File: src/rtl/gpio_cmd_engine.sv
// GPIO-driven command engine: fetch one BRAM element, apply read/complement/offset/multiply.
// Define GPIO_CMD_WRITEBACK_EN to write non-read results back to the same BRAM address.
module gpio_cmd_engine #(
  parameter int unsigned DATA_W    = 32,
  parameter int unsigned IDX_W     = 3,
  parameter int unsigned NUM_ELEM  = 8,
  parameter int unsigned BASE_ADDR = 0,
  parameter int unsigned STRIDE    = 4,
  parameter int unsigned BRAM_LAT  = 1
) (
  input  logic              clk,
  input  logic              reset,
  input  logic [IDX_W+4:0]  gpio_cmdreg,
  input  logic [7:0]        gpio_mult,
  input  logic [7:0]        gpio_offset,
  input  logic [DATA_W-1:0] bram_rd,
  output logic [31:0]       bram_adr,
  output logic              bram_en,
  output logic              bram_we,
  output logic [DATA_W-1:0] bram_wd,
  output logic [DATA_W-1:0] gpio_rd,
  output logic [2:0]        gpio_status
);

  localparam int unsigned CNT_W = (BRAM_LAT > 1) ? $clog2(BRAM_LAT) : 1;

  typedef enum logic [2:0] {
    StIdle,
    StFetch,
    StWait,
    StExec,
    StWb,
    StDone
  } state_e;

  state_e state_q, state_d;

  // Input synchronisers; go gets a third stage for edge detection.
  logic [IDX_W+4:0] cmd_s1, cmd_s2;
  logic [7:0]       mult_s1, mult_s2;
  logic [7:0]       off_s1, off_s2;
  logic             go_s3;

  logic             go, go_rise, idx_legal;
  logic [IDX_W-1:0] idx_s;
  logic [1:0]       op_s;
  logic [31:0]      adr_calc;
  logic             unused_rsvd;

  logic [1:0]        op_q, op_d;
  logic [7:0]        mult_q, mult_d;
  logic [7:0]        off_q, off_d;
  logic [CNT_W-1:0]  cnt_q, cnt_d;
  logic [31:0]       adr_q, adr_d;
  logic [DATA_W-1:0] rd_q, rd_d;
  logic              busy_q, busy_d;
  logic              done_q, done_d;
  logic              err_q, err_d;
  logic [DATA_W-1:0] result;
  logic              do_wb;

  assign go          = cmd_s2[0];
  assign go_rise     = go & ~go_s3;
  assign idx_s       = cmd_s2[IDX_W+2:3];
  assign op_s        = cmd_s2[IDX_W+4:IDX_W+3];
  assign idx_legal   = 32'(idx_s) < NUM_ELEM;
  assign adr_calc    = BASE_ADDR + 32'(idx_s) * STRIDE;
  assign unused_rsvd = ^cmd_s2[2:1];

  always_ff @(posedge clk or negedge reset) begin
    if (!reset) begin
      cmd_s1  <= '0;
      cmd_s2  <= '0;
      mult_s1 <= '0;
      mult_s2 <= '0;
      off_s1  <= '0;
      off_s2  <= '0;
      go_s3   <= 1'b0;
    end else begin
      cmd_s1  <= gpio_cmdreg;
      cmd_s2  <= cmd_s1;
      mult_s1 <= gpio_mult;
      mult_s2 <= mult_s1;
      off_s1  <= gpio_offset;
      off_s2  <= off_s1;
      go_s3   <= cmd_s2[0];
    end
  end

  always_comb begin
    result = bram_rd;
    unique case (op_q)
      2'b00: result = bram_rd;
      2'b01: result = ~bram_rd;
      2'b10: result = bram_rd + DATA_W'(off_q);
      2'b11: result = bram_rd * DATA_W'(mult_q);
      default: result = bram_rd;
    endcase
  end

`ifdef GPIO_CMD_WRITEBACK_EN
  logic [DATA_W-1:0] wd_q, wd_d;

  assign do_wb   = (op_q != 2'b00);
  assign bram_we = (state_q == StWb);
  assign bram_wd = wd_q;

  always_ff @(posedge clk or negedge reset) begin
    if (!reset) begin
      wd_q <= '0;
    end else begin
      wd_q <= wd_d;
    end
  end

  always_comb begin
    wd_d = wd_q;
    if (state_q == StExec && do_wb) begin
      wd_d = result;
    end
  end
`else
  assign do_wb   = 1'b0;
  assign bram_we = 1'b0;
  assign bram_wd = '0;
`endif

  always_comb begin
    state_d = state_q;
    op_d    = op_q;
    mult_d  = mult_q;
    off_d   = off_q;
    cnt_d   = cnt_q;
    adr_d   = adr_q;
    rd_d    = rd_q;
    busy_d  = busy_q;
    done_d  = done_q;
    err_d   = err_q;
    unique case (state_q)
      StIdle: begin
        if (go_rise) begin
          op_d   = op_s;
          mult_d = mult_s2;
          off_d  = off_s2;
          done_d = 1'b0;
          err_d  = 1'b0;
          if (idx_legal) begin
            busy_d  = 1'b1;
            adr_d   = adr_calc;
            state_d = StFetch;
          end else begin
            // Illegal index completes at once without touching the BRAM.
            err_d   = 1'b1;
            done_d  = 1'b1;
            state_d = StDone;
          end
        end
      end
      StFetch: begin
        cnt_d   = '0;
        state_d = (BRAM_LAT == 1) ? StExec : StWait;
      end
      StWait: begin
        if (cnt_q == CNT_W'(BRAM_LAT - 2)) begin
          state_d = StExec;
        end else begin
          cnt_d = cnt_q + CNT_W'(1);
        end
      end
      StExec: begin
        rd_d = result;
        if (do_wb) begin
          state_d = StWb;
        end else begin
          busy_d  = 1'b0;
          done_d  = 1'b1;
          state_d = StDone;
        end
      end
      StWb: begin
        busy_d  = 1'b0;
        done_d  = 1'b1;
        state_d = StDone;
      end
      StDone: begin
        if (!go) begin
          state_d = StIdle;
        end
      end
      default: state_d = StIdle;
    endcase
  end

  always_ff @(posedge clk or negedge reset) begin
    if (!reset) begin
      state_q <= StIdle;
      op_q    <= '0;
      mult_q  <= '0;
      off_q   <= '0;
      cnt_q   <= '0;
      adr_q   <= '0;
      rd_q    <= '0;
      busy_q  <= 1'b0;
      done_q  <= 1'b0;
      err_q   <= 1'b0;
    end else begin
      state_q <= state_d;
      op_q    <= op_d;
      mult_q  <= mult_d;
      off_q   <= off_d;
      cnt_q   <= cnt_d;
      adr_q   <= adr_d;
      rd_q    <= rd_d;
      busy_q  <= busy_d;
      done_q  <= done_d;
      err_q   <= err_d;
    end
  end

  assign bram_en     = (state_q == StFetch) || (state_q == StWb);
  assign bram_adr    = adr_q;
  assign gpio_rd     = rd_q;
  assign gpio_status = {err_q, done_q, busy_q};

endmodule

File: config.mk
export PLATFORM = sky130hd
export DESIGN_NAME = gpio_cmd_engine
export DESIGN_NICKNAME = d
export VERILOG_FILES = /design/src/rtl/gpio_cmd_engine.sv
export SDC_FILE = /design/constraint.sdc
export NUM_CORES = 1
export LEC_CHECK = 0
export CAP_MARGIN = 20
export CORE_MARGIN = 4
export CORE_UTILIZATION = 60
export CTS_BUF_LIST = sky130_fd_sc_hd__clkbuf_8
export DETAILED_ROUTE_END_ITERATION = 10
export GPL_TIMING_DRIVEN = 1
export PLACE_DENSITY = 0.87
export SLEW_MARGIN = 15
export SYNTH_ARGS = -nofsm -noshare
export SYNTH_HDL_FRONTEND = slang
export SYNTH_SLANG_ARGS = --single-unit
File: constraint.sdc
create_clock -name clk -period 9.73 [get_ports clk]
set_input_delay 1.946 -clock clk [delete_from_list [all_inputs] [get_ports clk]]
set_output_delay 1.946 -clock clk [all_outputs]
set_load 0.01 [all_outputs]
# Word level (Yosys, flattened, before mapping)
# Cells that the tools add are included.
[totals]
register_bits = 108
wordCells = 53
in_bits = 58
out_inout_bits = 101
[classes]
n_reduce_logical = 9
mul = 1
n_mux = 11
eq_ne = 11
bitwise = 3
n_addsub = 2
[ops]
columns = ["op", "count"]
rows = [
  ["$pmux 32 s4", 1],
  ["$add 32x8->32", 1],
  ["$mul 32x8->32", 1],
  ["$not 32->32", 1],
  ["$pmux 3 s5", 1],
  ["$mux 3", 3],
  ["$eq 3x2->1 const B", 2],
  ["$eq 3x3->1 const B", 2],
  ["$ne 2x2->1 const B", 3],
  ["$pmux 1 s2", 3],
  ["$eq 2x2->1 const B", 2],
  ["$reduce_and 2->1", 2],
  ["$reduce_bool 2->1", 2],
  ["$eq 3x1->1 const B", 1],
  ["$logic_not 3->1", 1],
  ["$mux 1", 3],
  ["$reduce_and 3->1", 1],
  ["$eq 2x1->1 const B", 1],
  ["$logic_not 2->1", 1],
  ["$reduce_or 2->1", 1],
  ["$add 1x1->1 const B", 1],
  ["$and 1x1->1", 1],
  ["$logic_or 1x1->1", 1],
  ["$not 1->1", 1],
]

# Depth between registers and ports, before layout
# Gate-level depths: netlist (run 1).
[depth]
depth_word = 4
mapped_depth = 21
ltp_nobuf = 19

# Least setup slack after synthesis (run 1)
# No wires, ideal clock.
[synth_path]
path_type = "input -> register"
startpoint = "input bram_rd[8]"
endpoint = "register rd_q[30], in the netlist gpio_rd[30]"
t_arrival_ns = 6.230
slack_ns = 3.374
setup_ns = 0.126
path_stages = 18
n_path_buf = 1
required_ns = 9.604
path_cell_list = "clkbuf_1 > and2_1 > fa_1 > fa_1 > fa_1 > inv_1 > fa_1 > inv_1 > ha_1 > nand3_1 > nor4_1 > nor2_1 > o21ai_2 > a41oi_1 > o21ai_2 > mux2i_1 > nor2_1 > o32a_1"
[synth_between]
elab_chain_cells = 2
word_cells_on_any_way = 3
cone_classes = "add/sub (1); mul (1); mux (1)"
[synth_lines]
columns = ["item", "line_no", "text"]
rows = [
  ["start, declared", "16", "input logic [DATA_W-1:0] bram_rd,"],
  ["$mul 32x8->32 or $add 32x8->32 (tied branches)", "96, 95", ""],
  ["$pmux 32 s4 (*)", "92", "unique case (op_q)"],
  ["end signal, assigned", "213", "rd_q <= rd_d;"],
  ["end, declared", "55", "logic [DATA_W-1:0] rd_q, rd_d;"],
]
# Every way passes the cells marked *; elsewhere a longest branch is shown, timed or not.
# A chain may end at the register's enable or synchronous reset.

# Worst setup path in the final report (run 1)
[layout_path]
startpoint = "input bram_rd[16]"
endpoint = "register rd_q[31], in the netlist gpio_rd[31]"
# Same word-level chain as after synthesis.

==> summary.txt, run 1 <==
Status
  • Run status: completed

Clocking
  • CTS buffer count: 9
  • # hold bufs at CTS: 0
  • Clock latency on the worst-skew pair: 0.39 ns
  • H-tree depth: 3
  • TritonCTS Sinks: 104
  • Longest Clk Path Bufs: 2
  • Reg clk slew, reported paths: 0.10 ns
  • Clk root buf: clkbuf_8
  • PostCTS Resize Cnt: 0
  • Setup Fix Bufs, Post-CTS: 0
  • CTS tree: done

Critical path
  • Reg2reg end: gpio_rd[31]$_DFFE_PN0N_
  • Worst endpoint required time: 10.03 ns
  • CP Launch Point: bram_rd[16]
  • WP data arrival: 7.56 ns
  • Worst Setup EP: gpio_rd[31]$_DFFE_PN0N_
  • Path depth of the worst reg2reg path: 15
  • Crit-path max FO: 13
  • Startpoint types: input port
  • Crit path kind: in2reg
  • Element type at the critical path end: flop
  • Reg2Reg Setup Slack: 3.82 ns
  • Startpoint of the worst register-to-register path: mult_q[7]$_DFFE_PN0P_

Timing
  • Least-Margin Pin Slew: 1.106 ns
  • Post-Route Setup TNS: 0 ns
  • RSZ-0062 raised after global routing: false
  • Max Slew Vio Count: 0
  • Slew headroom: 0.2625
  • Max frequency: 137.7 MHz
  • Setup Viol. Count Final: 0
  • Worst Skew: 0.02271 ns
  • Hold Fails Final Rpt: 0
  • Final period util: 0.7463
  • Tmin final: 7.262 ns

Cells and area
  • Nets: 1589
  • N_diodes: 0
  • Ratio of cells with drive above 1 in the final layout: 0.04808
  • Finished Core Util: 0.6643
  • Layout area overhead: 8.726%

Min path
  • HP Class: reg2reg
  • Hold Path Origin: off_s1[7]$_DFF_PN0_

Route
  • DR DRC count: 0
  • Routed Antenna Nets: 0
  • Via count: 9050
  • Vias per cell: 5.670
  • WL per Instance: 17.56 um
  • Initial DRC count: 765
  • DR pass1 iterations: 7
  • Routed Wire Length: 28020 um

Placement
  • Routability cong.: 0.9058
  • Port buffer count: 93
  • Final HPWL DP: 21390 um

Yosys
  • Mapped Cells: 1287
  • Post-synthesis sequential area ratio: 0.2181
  • Synth Area per Inst: 9.270 um2
  • Synth async-reset ratio: 1.000
  • EDFF count, synth: 0
  • Primary FF master, synth: dfrtp_1
  • Synth Warn #: 0
  • Post-Synthesis Cell Area: 11930 um2
  • Number of library cell types mapped by synthesis: 71
  • #FFs+latches synth: 104

Global routing
  • Number of global-route vias before repair: 9542
  • Gr usage total: 0.2614
  • Largest net degree at the start of global routing: 89
  • Total congestion overflow: 0
  • Global-route wire length before repair: 46680 um
  • Initial antenna violation count: 1

Floorplanning
  • Standard cell core area: 19530 um2
  • Die Area: 22200 um2
  • Starting Density: 0.6110
  • Die H: 149.0 um
  • Row cnt: 51
  • Die X: 149.0 um
  • # IOs: 159

Flow run
  • Max-cap viol count: 0
-- cells in the final DEF (no fill, tap or decap), types with 5 or more instances in the layout --
cell type,Yosys,routed
xnor2_1,31,31
a21o_1,16,16
nor3_1,10,10
and2_1,179,179
o211ai_1,7,7
a31oi_1,6,6
a211oi_1,10,10
fa_1,157,157
dfrtp_1,104,103
inv_1,144,145
clkdlybuf4s50_1,0,92
o21bai_1,8,8
nor2_1,44,44
nand2_1,116,116
ha_1,48,48
nand3_1,16,16
a21oi_1,36,36
conb_1,1,63
mux2i_1,5,5
o21ai_0,69,69
mux2_2,24,24
nand2b_1,6,6
nor2b_1,5,5
clkbuf_8,0,10
o31ai_1,5,5
xor2_1,15,15
buf_4,65,9
and3_1,7,7
-- synthesized netlist by cell type (all sizes together), types with 3 or more instances --
cell type | n | area [um2]
inv | 144 | 540.5
o21a | 4 | 30.03
nand3 | 16 | 80.08
mux2i | 5 | 50.05
a221oi | 3 | 32.53
nor3 | 10 | 50.05
o21bai | 8 | 60.06
nor3b | 4 | 30.03
clkbuf | 64 | 240.2
mux2 | 24 | 270.3
nand4 | 4 | 25.02
xor2 | 15 | 131.4
ha | 48 | 600.6
or3 | 4 | 25.02
a21oi | 38 | 197.7
buf | 74 | 528.0
fa | 157 | 3143
xnor2 | 31 | 271.5
a211oi | 11 | 87.58
a31oi | 7 | 50.05
o21ai | 75 | 382.9
o2111ai | 4 | 35.03
nand4b | 3 | 26.28
nor2 | 44 | 165.2
a41oi | 4 | 35.03
a21o | 16 | 120.1
and2 | 180 | 1126
a221o | 4 | 40.04
nor2b | 5 | 31.28
and3 | 7 | 43.79
a311oi | 3 | 43.80
nand2b | 6 | 37.54
dfrtp | 104 | 2603
o211ai | 8 | 65.06
nand2 | 116 | 435.4
a22oi | 3 | 22.52
o31ai | 5 | 37.54
-- worst min-delay path by stage --
stage	cells after the start	slack, ns	endpoint
after floorplan	0	0.33	cmd_s2[0]$_DFF_PN0_
final	0	0.35	off_s2[7]$_DFF_PN0_
after detailed placement	0	0.33	mult_s2[5]$_DFF_PN0_
after global routing	0	0.35	off_s2[7]$_DFF_PN0_
after CTS	0	0.36	off_s2[7]$_DFF_PN0_
after global placement	0	0.33	mult_s2[3]$_DFF_PN0_
-- layout make-up --
| class | instances | area (um2) |
|---|---|---|
| well taps | 265 | 331.6 |
| clock inverters | 6 | 53.80 |
| flip-flops and latches | 104 | 2604 |
| clock buffers | 10 | 137.6 |
| repair buffers | 104 | 1046 |
| fillers | 1550 | 6555 |
| inverters | 144 | 540.5 |
| multi-input cells | 963 | 8258 |
-- layer usage --
metal,GRT usage,vias to the layer above,share of wire
li1,-,4088,-
met1,0.3477,4504,0.40
met2,0.4508,394,0.50
met3,0.03039,64,0.067
met4,0.08467,0,0.029
met5,0,-,0
-- per-stage QoR --
| stage | std cells | instance area [um2] | worst slack [ns] | hold slack, ns |
|---|---|---|---|---|
| finish | 1596 | 12970 | 2.468 | 0.3509 |
| global route | 1596 | 12970 | 2.240 | 0.3542 |
| CTS | 1593 | 12910 | 2.574 | 0.3550 |
| detailed placement | 1577 | 12720 | 2.193 | 0.3347 |
| global placement | 1577 | 12720 | 2.280 | 0.3312 |
| floorplan | 1349 | 12160 | 3.374 | 0.3312 |
-- state kept, by name (all words and copies together), names as in the netlist --
signal	flops
bram_adr	3
busy_q	1
cmd_s1	6
cmd_s2	6
cnt_q	1
done_q	1
go_s3	1
gpio_rd	32
mult_q	8
mult_s1	8
mult_s2	8
off_q	8
off_s1	8
off_s2	8
op_q	2
state_q	3
-- worst max-delay path: stages --
cell	delay (ns)
clkdlybuf4s50_1	0.70
and2_1	0.33
fa_1	0.49
fa_1	0.57
fa_1	0.44
fa_1	0.44
ha_1	0.42
nand2_1	0.13
nor3_1	0.50
nand4_1	0.16
o22ai_1	0.40
o211ai_2	0.18
a211oi_1	0.38
mux2i_1	0.23
nand2_1	0.07
a31oi_1	0.18
-- cell families after synthesis --
| group | count (synthesis) | share of synthesized area |
|---|---|---|
| adders and majority gates | 205 | 0.3138 |
| DFF | 104 | 0.2181 |
| and+or+nand+nor | 408 | 0.1797 |
| muxes | 29 | 0.02685 |
| buffers and inverters | 282 | 0.1097 |
| other | 1 | 0.0003143 |
| xor gates and xnor gates | 46 | 0.03377 |
| AOI/OAI and AO/OA | 212 | 0.1178 |
Power of run 1 is left out: the tool's default activity adds up to more than one toggle a clock period on the data nets, which glitch-free logic cannot reach.
==> inputs of run 2 (changes only) <==
--- a/config.mk
+++ b/config.mk
@@ -7,11 +7,11 @@
 export LEC_CHECK = 0
 export CAP_MARGIN = 20
 export CORE_MARGIN = 4
-export CORE_UTILIZATION = 60
+export CORE_UTILIZATION = 58
 export CTS_BUF_LIST = sky130_fd_sc_hd__clkbuf_8
 export DETAILED_ROUTE_END_ITERATION = 10
 export GPL_TIMING_DRIVEN = 1
-export PLACE_DENSITY = 0.87
+export PLACE_DENSITY = 0.84
 export SLEW_MARGIN = 15
 export SYNTH_ARGS = -nofsm -noshare
 export SYNTH_HDL_FRONTEND = slang
==> constraint.sdc (replaced) <==
create_clock -name clk -period 7.2 [get_ports clk]
set_input_delay 1.44 -clock clk [delete_from_list [all_inputs] [get_ports clk]]
set_output_delay 1.44 -clock clk [all_outputs]
set_load 0.01 [all_outputs]
==> run 2 against run 1 <==
Critical path depth stayed put. Worst hold slack better by 0.0052 ns. Sequential cell count is the same. Clock-buffer cell count stayed put. Sequential share of layout area down 0.13 points.
==> summary.txt, run 2 (same netlist as run 1, synthesis figures left out) <==
Status
  • Run status: completed

Cells and area
  • Ratio of cells with drive above 1 in the final layout: 0.05663
  • Post-route cell area: 13050 um2
  • Layout area overhead: 9.418%
  • Max reg flops: 32
  • N_diodes: 0
  • Leading cell types in the layout, fill and taps excluded: and2_1, fa_1, inv_1, nand2_1, dfrtp_1
  • Nets: 1600
  • Commonest non-fill, non-tap cell in the layout: and2_1
  • Filler cell count: 1603
  • Non-Filler Instances: 1612

Critical path
  • CP max stage cell: clkdlybuf4s50_1
  • Cells along the critical path: clkdlybuf4s50_1 > and2_1 > fa_1 > fa_1 > fa_1 > fa_1 > ha_1 > nand2_1 > nor3_1 > nand4_1 > o22ai_1 > o211ai_2 > a211oi_1 > mux2i_1 > nand2_1 > a31oi_1
  • Startpoint types: input port
  • CP peak stage delay: 0.72 ns
  • Crit-path max FO: 13
  • Crit path kind: in2reg
  • CP top delay family: adder cells
  • WP data arrival: 6.98 ns
  • CP Buf/Inv Count: 1
  • Element type at the critical path end: flop
  • CP dominant cell by count: fa_1
  • Worst endpoint required time: 7.49 ns

Global routing
  • Met1 usage: 0.3417
  • Global-route wire length before repair: 45710 um
  • Initial antenna violation count: 3
  • GRT Max-Usage Layer: met2
  • M2 GR Usage: 0.4176
  • Largest net degree at the start of global routing: 67
  • Number of global-route vias before repair: 9315
  • Gr usage total: 0.2509
  • Total congestion overflow: 0
  • Met3 Use GR: 0.04099

Clocking
  • TritonCTS Sinks: 104
  • CTS buffer count: 9
  • PostCTS Resize Cnt: 0
  • Reg clk slew, reported paths: 0.11 ns
  • CTS tree: done
  • # hold bufs at CTS: 0
  • H-tree depth: 3
  • Setup Fix Bufs, Post-CTS: 0
  • Clk root buf: clkbuf_8
  • Longest Clk Path Bufs: 2
  • Clock latency on the worst-skew pair: 0.36 ns

Floorplanning
  • Starting Density: 0.5896
  • Die H: 151.4 um
  • Die X: 151.4 um
  • # IOs: 159
  • Die Area: 22930 um2
  • Row cnt: 52
  • Standard cell core area: 20230 um2

Route
  • Routed Wire Length: 27530 um
  • Routed Antenna Nets: 0
  • DR DRC count: 0
  • Vias per cell: 5.587
  • Via count: 9006
  • Initial DRC count: 800
  • DR pass1 iterations: 8
  • WL per Instance: 17.08 um

Placement
  • Area after DPL: 12810 um2
  • Port buffer count: 93
  • Final HPWL DP: 21240 um
  • Cell Count Post-Placement: 1593
  • Routability cong.: 0.9359

Timing
  • Post-Route Setup TNS: 0 ns
  • Hold Fails Final Rpt: 0
  • Final period util: 0.9297
  • Least-Margin Pin Slew: 1.057 ns
  • Setup Viol. Count Final: 0
  • RSZ-0062 raised after global routing: false
  • Max frequency: 149.4 MHz
  • Hold_ws: 0.3562 ns
  • Tmin final: 6.694 ns
  • Max Slew Vio Count: 0
  • Worst Skew: 0.01485 ns
  • Slew headroom: 0.2953

Flow run
  • Max-cap viol count: 0

Min path
  • HP Class: reg2reg
[run 2: changes by cell type in the layout (fill, tap and decap cells not counted)]
cell / previous run / this run
clkinv_8: 1 / 2
buf_16: 1 / 0
clkbuf_2: 0 / 1
clkinvlp_4: 1 / 0
buf_4: 9 / 20
inv_8: 0 / 1
inv_1: 145 / 144
[run 2: metal layers]
metal  vias up  wire length (um)
met5         -                20
met4         2               743
met3        55              2016
met2       359             13480
met1      4485             11270
li1       4105                 -
[run 2: final cells by class]
type / instances / area (um2) / share of cell area
clock buffer: 10 / 137.6 / 0.01054
clock inverter: 6 / 70.07 / 0.005368
inverter: 144 / 540.5 / 0.04141
multi-input combinational: 963 / 8258 / 0.6326
sequential: 104 / 2604 / 0.1995
tap: 270 / 337.8 / 0.02588
timing repair buffer: 115 / 1106 / 0.08473
[run 2: metrics by stage]
stage | util | worst slack (ns)
final | 0.6451 | 0.5063
after CTS | 0.6434 | 0.6319
after detailed placement | 0.6331 | 0.3089
after floorplan | - | 1.350
after global placement | 0.6331 | 0.4087
after global routing | 0.6451 | 0.3505
[run 2: worst reg2reg max path, delay by kind of cell (launching register included)]
family,cells,cell delay [ns]
compound gates,4,1.16
fa+ha+maj,5,2.32
flops,1,1.05
mux,1,0.23
simple gates,5,1.03
[run 2: worst paths after layout]
check,slack [ns],depth (start not counted),from,end
setup / recovery,0.51,16,bram_rd[13],gpio_rd[31]$_DFFE_PN0N_
hold / removal,0.36,0,off_s1[2]$_DFF_PN0_,off_s2[2]$_DFF_PN0_
setup reg to reg,1.37,15,mult_q[4]$_DFFE_PN0P_,gpio_rd[31]$_DFFE_PN0N_
hold reg to reg,0.36,0,off_s1[2]$_DFF_PN0_,off_s2[2]$_DFF_PN0_
max in group asynchronous,5.00,2,reset,off_s2[2]$_DFF_PN0_
min in group asynchronous,1.18,1,reset,gpio_rd[25]$_DFFE_PN0N_
Power of run 2 is left out for the same reason.
==> inputs of run 3 (changes only) <==
--- a/config.mk
+++ b/config.mk
@@ -7,12 +7,13 @@
 export LEC_CHECK = 0
 export CAP_MARGIN = 20
 export CORE_MARGIN = 4
-export CORE_UTILIZATION = 58
+export CORE_UTILIZATION = 60
 export CTS_BUF_LIST = sky130_fd_sc_hd__clkbuf_8
 export DETAILED_ROUTE_END_ITERATION = 10
+export DONT_BUFFER_PORTS = 1
 export GPL_TIMING_DRIVEN = 1
-export PLACE_DENSITY = 0.84
-export SLEW_MARGIN = 15
+export PLACE_DENSITY = 0.77
+export SLEW_MARGIN = 20
 export SYNTH_ARGS = -nofsm -noshare
 export SYNTH_HDL_FRONTEND = slang
 export SYNTH_SLANG_ARGS = --single-unit
==> run 3 against run 2 <==
Global-route usage rose by 0.43 points. Design area fell by 7.9%. Worst hold slack got worse by 0.010 ns. Worst setup slack improved by 0.84 ns. Core utilization fell by 3.0 points. First-iteration DRC count fell by 26%.
==> summary.txt, run 3 (same netlist as run 1, synthesis figures left out) <==
Status
  • Run status: completed

Critical path
  • CP peak stage delay: 0.82 ns
  • Crit path kind: reg2reg
  • CP Buf/Inv Count: 1
  • Startpoint types: flop
  • Worst endpoint required time: 7.51 ns
  • Element type at the critical path end: flop
  • Path depth of the worst reg2reg path: 16
  • CP top delay family: adder cells
  • CP max stage cell: dfrtp_1
  • Cells along the critical path: buf_4 > and2_1 > fa_1 > fa_1 > fa_1 > fa_1 > ha_1 > nand2_1 > nor3_1 > nand4_1 > o22ai_1 > o211ai_2 > a211oi_1 > mux2i_1 > nand2_1 > a31oi_1
  • CP Depth: 16
  • CP dominant cell by count: fa_1
  • Crit-path max FO: 16
  • WP data arrival: 6.16 ns

Clocking
  • H-tree depth: 3
  • Clock latency on the worst-skew pair: 0.38 ns
  • CTS buffer count: 9
  • Longest Clk Path Bufs: 2
  • CTS tree: done
  • TritonCTS Sinks: 104
  • PostCTS Resize Cnt: 0
  • Reg clk slew, reported paths: 0.11 ns
  • Setup Fix Bufs, Post-CTS: 0
  • Clk root buf: clkbuf_8
  • # hold bufs at CTS: 0

Route
  • Routed Antenna Nets: 0
  • Initial DRC count: 596
  • Vias per cell: 5.689
  • Via count: 8557
  • DR DRC count: 0
  • WL per Instance: 18.19 um
  • Routed Wire Length: 27350 um
  • DR pass1 iterations: 5

Placement
  • Routability cong.: 0.8939
  • Port buffer count: 0
  • Final HPWL DP: 20780 um

Floorplanning
  • # IOs: 159
  • Die Area: 22200 um2
  • Die X: 149.0 um
  • Standard cell core area: 19530 um2
  • Starting Density: 0.6110
  • Die H: 149.0 um
  • Row cnt: 51

Cells and area
  • Ratio of cells with drive above 1 in the final layout: 0.05174
  • Nets: 1495
  • Leading cell types in the layout, fill and taps excluded: and2_1, fa_1, inv_1, nand2_1, dfrtp_1
  • Layout area overhead: 0.7553%
  • Commonest non-fill, non-tap cell in the layout: and2_1
  • Filler cell count: 1740
  • Max reg flops: 32

Global routing
  • Number of global-route vias before repair: 8711
  • Initial antenna violation count: 2
  • Gr usage total: 0.2552
  • Global-route wire length before repair: 45030 um
  • Largest net degree at the start of global routing: 105
  • Total congestion overflow: 0

Min path
  • HP Class: reg2reg
  • Worst hold stages: 0

Timing
  • Tmin final: 5.857 ns
  • Hold Fails Final Rpt: 0
  • Worst Skew: 0.01814 ns
  • RSZ-0062 raised after global routing: false
  • Least-Margin Pin Slew: 1.052 ns
  • Final period util: 0.8135
  • Max frequency: 170.7 MHz
  • Max Slew Vio Count: 0
  • Setup Viol. Count Final: 0
  • Slew headroom: 0.2987
  • Post-Route Setup TNS: 0 ns

Flow run
  • Max-cap viol count: 0
==> run 3: path summary, 6_finish.rpt <==
kind	startpoint	endpoint	slack (ns)
setup / recovery	mult_q[4]$_DFFE_PN0P_	gpio_rd[31]$_DFFE_PN0N_	1.34
hold / removal	cmd_s1[5]$_DFF_PN0_	cmd_s2[5]$_DFF_PN0_	0.35
setup reg to reg	mult_q[4]$_DFFE_PN0P_	gpio_rd[31]$_DFFE_PN0N_	1.34
hold reg to reg	cmd_s1[5]$_DFF_PN0_	cmd_s2[5]$_DFF_PN0_	0.35
max in group asynchronous	reset	gpio_rd[12]$_DFFE_PN0N_	6.32
min in group asynchronous	reset	cmd_s1[0]$_DFF_PN0_	0.73
==> run 3: layout make-up <==
class	instances	area [um2]	area share
antenna	2	5.005	0.0004164
clock buffer	10	137.6	0.01145
clock inverter	6	57.56	0.004788
inverter	144	540.5	0.04497
multi-input combinational	963	8269	0.6879
sequential	104	2604	0.2166
tap	265	331.6	0.02758
timing repair buffer	10	75.07	0.006245
==> run 3: routing by layer <==
metal	up-vias	GRT usage	wire [um]	part of all wire
met3	47	0.04740	2130	0.078
met2	290	0.4329	13510	0.49
li1	3896	-	-	-
met4	0	0.07826	813	0.030
met1	4324	0.3356	10900	0.40
met5	-	0	0	0
==> run 3: stage by stage <==
step	cells	util	cell area, um2	setup WS, ns	hold WS [ns]
final	1504	0.6156	12020	1.343	0.3458
after CTS	1502	0.6149	12010	1.337	0.3499
after floorplan	1349	-	12160	1.350	0.3312
after global placement	1486	0.6049	11810	1.078	0.3322
after detailed placement	1486	0.6049	11810	1.020	0.3347
after global routing	1504	0.6156	12020	1.055	0.3663
Power of run 3 is left out for the same reason.
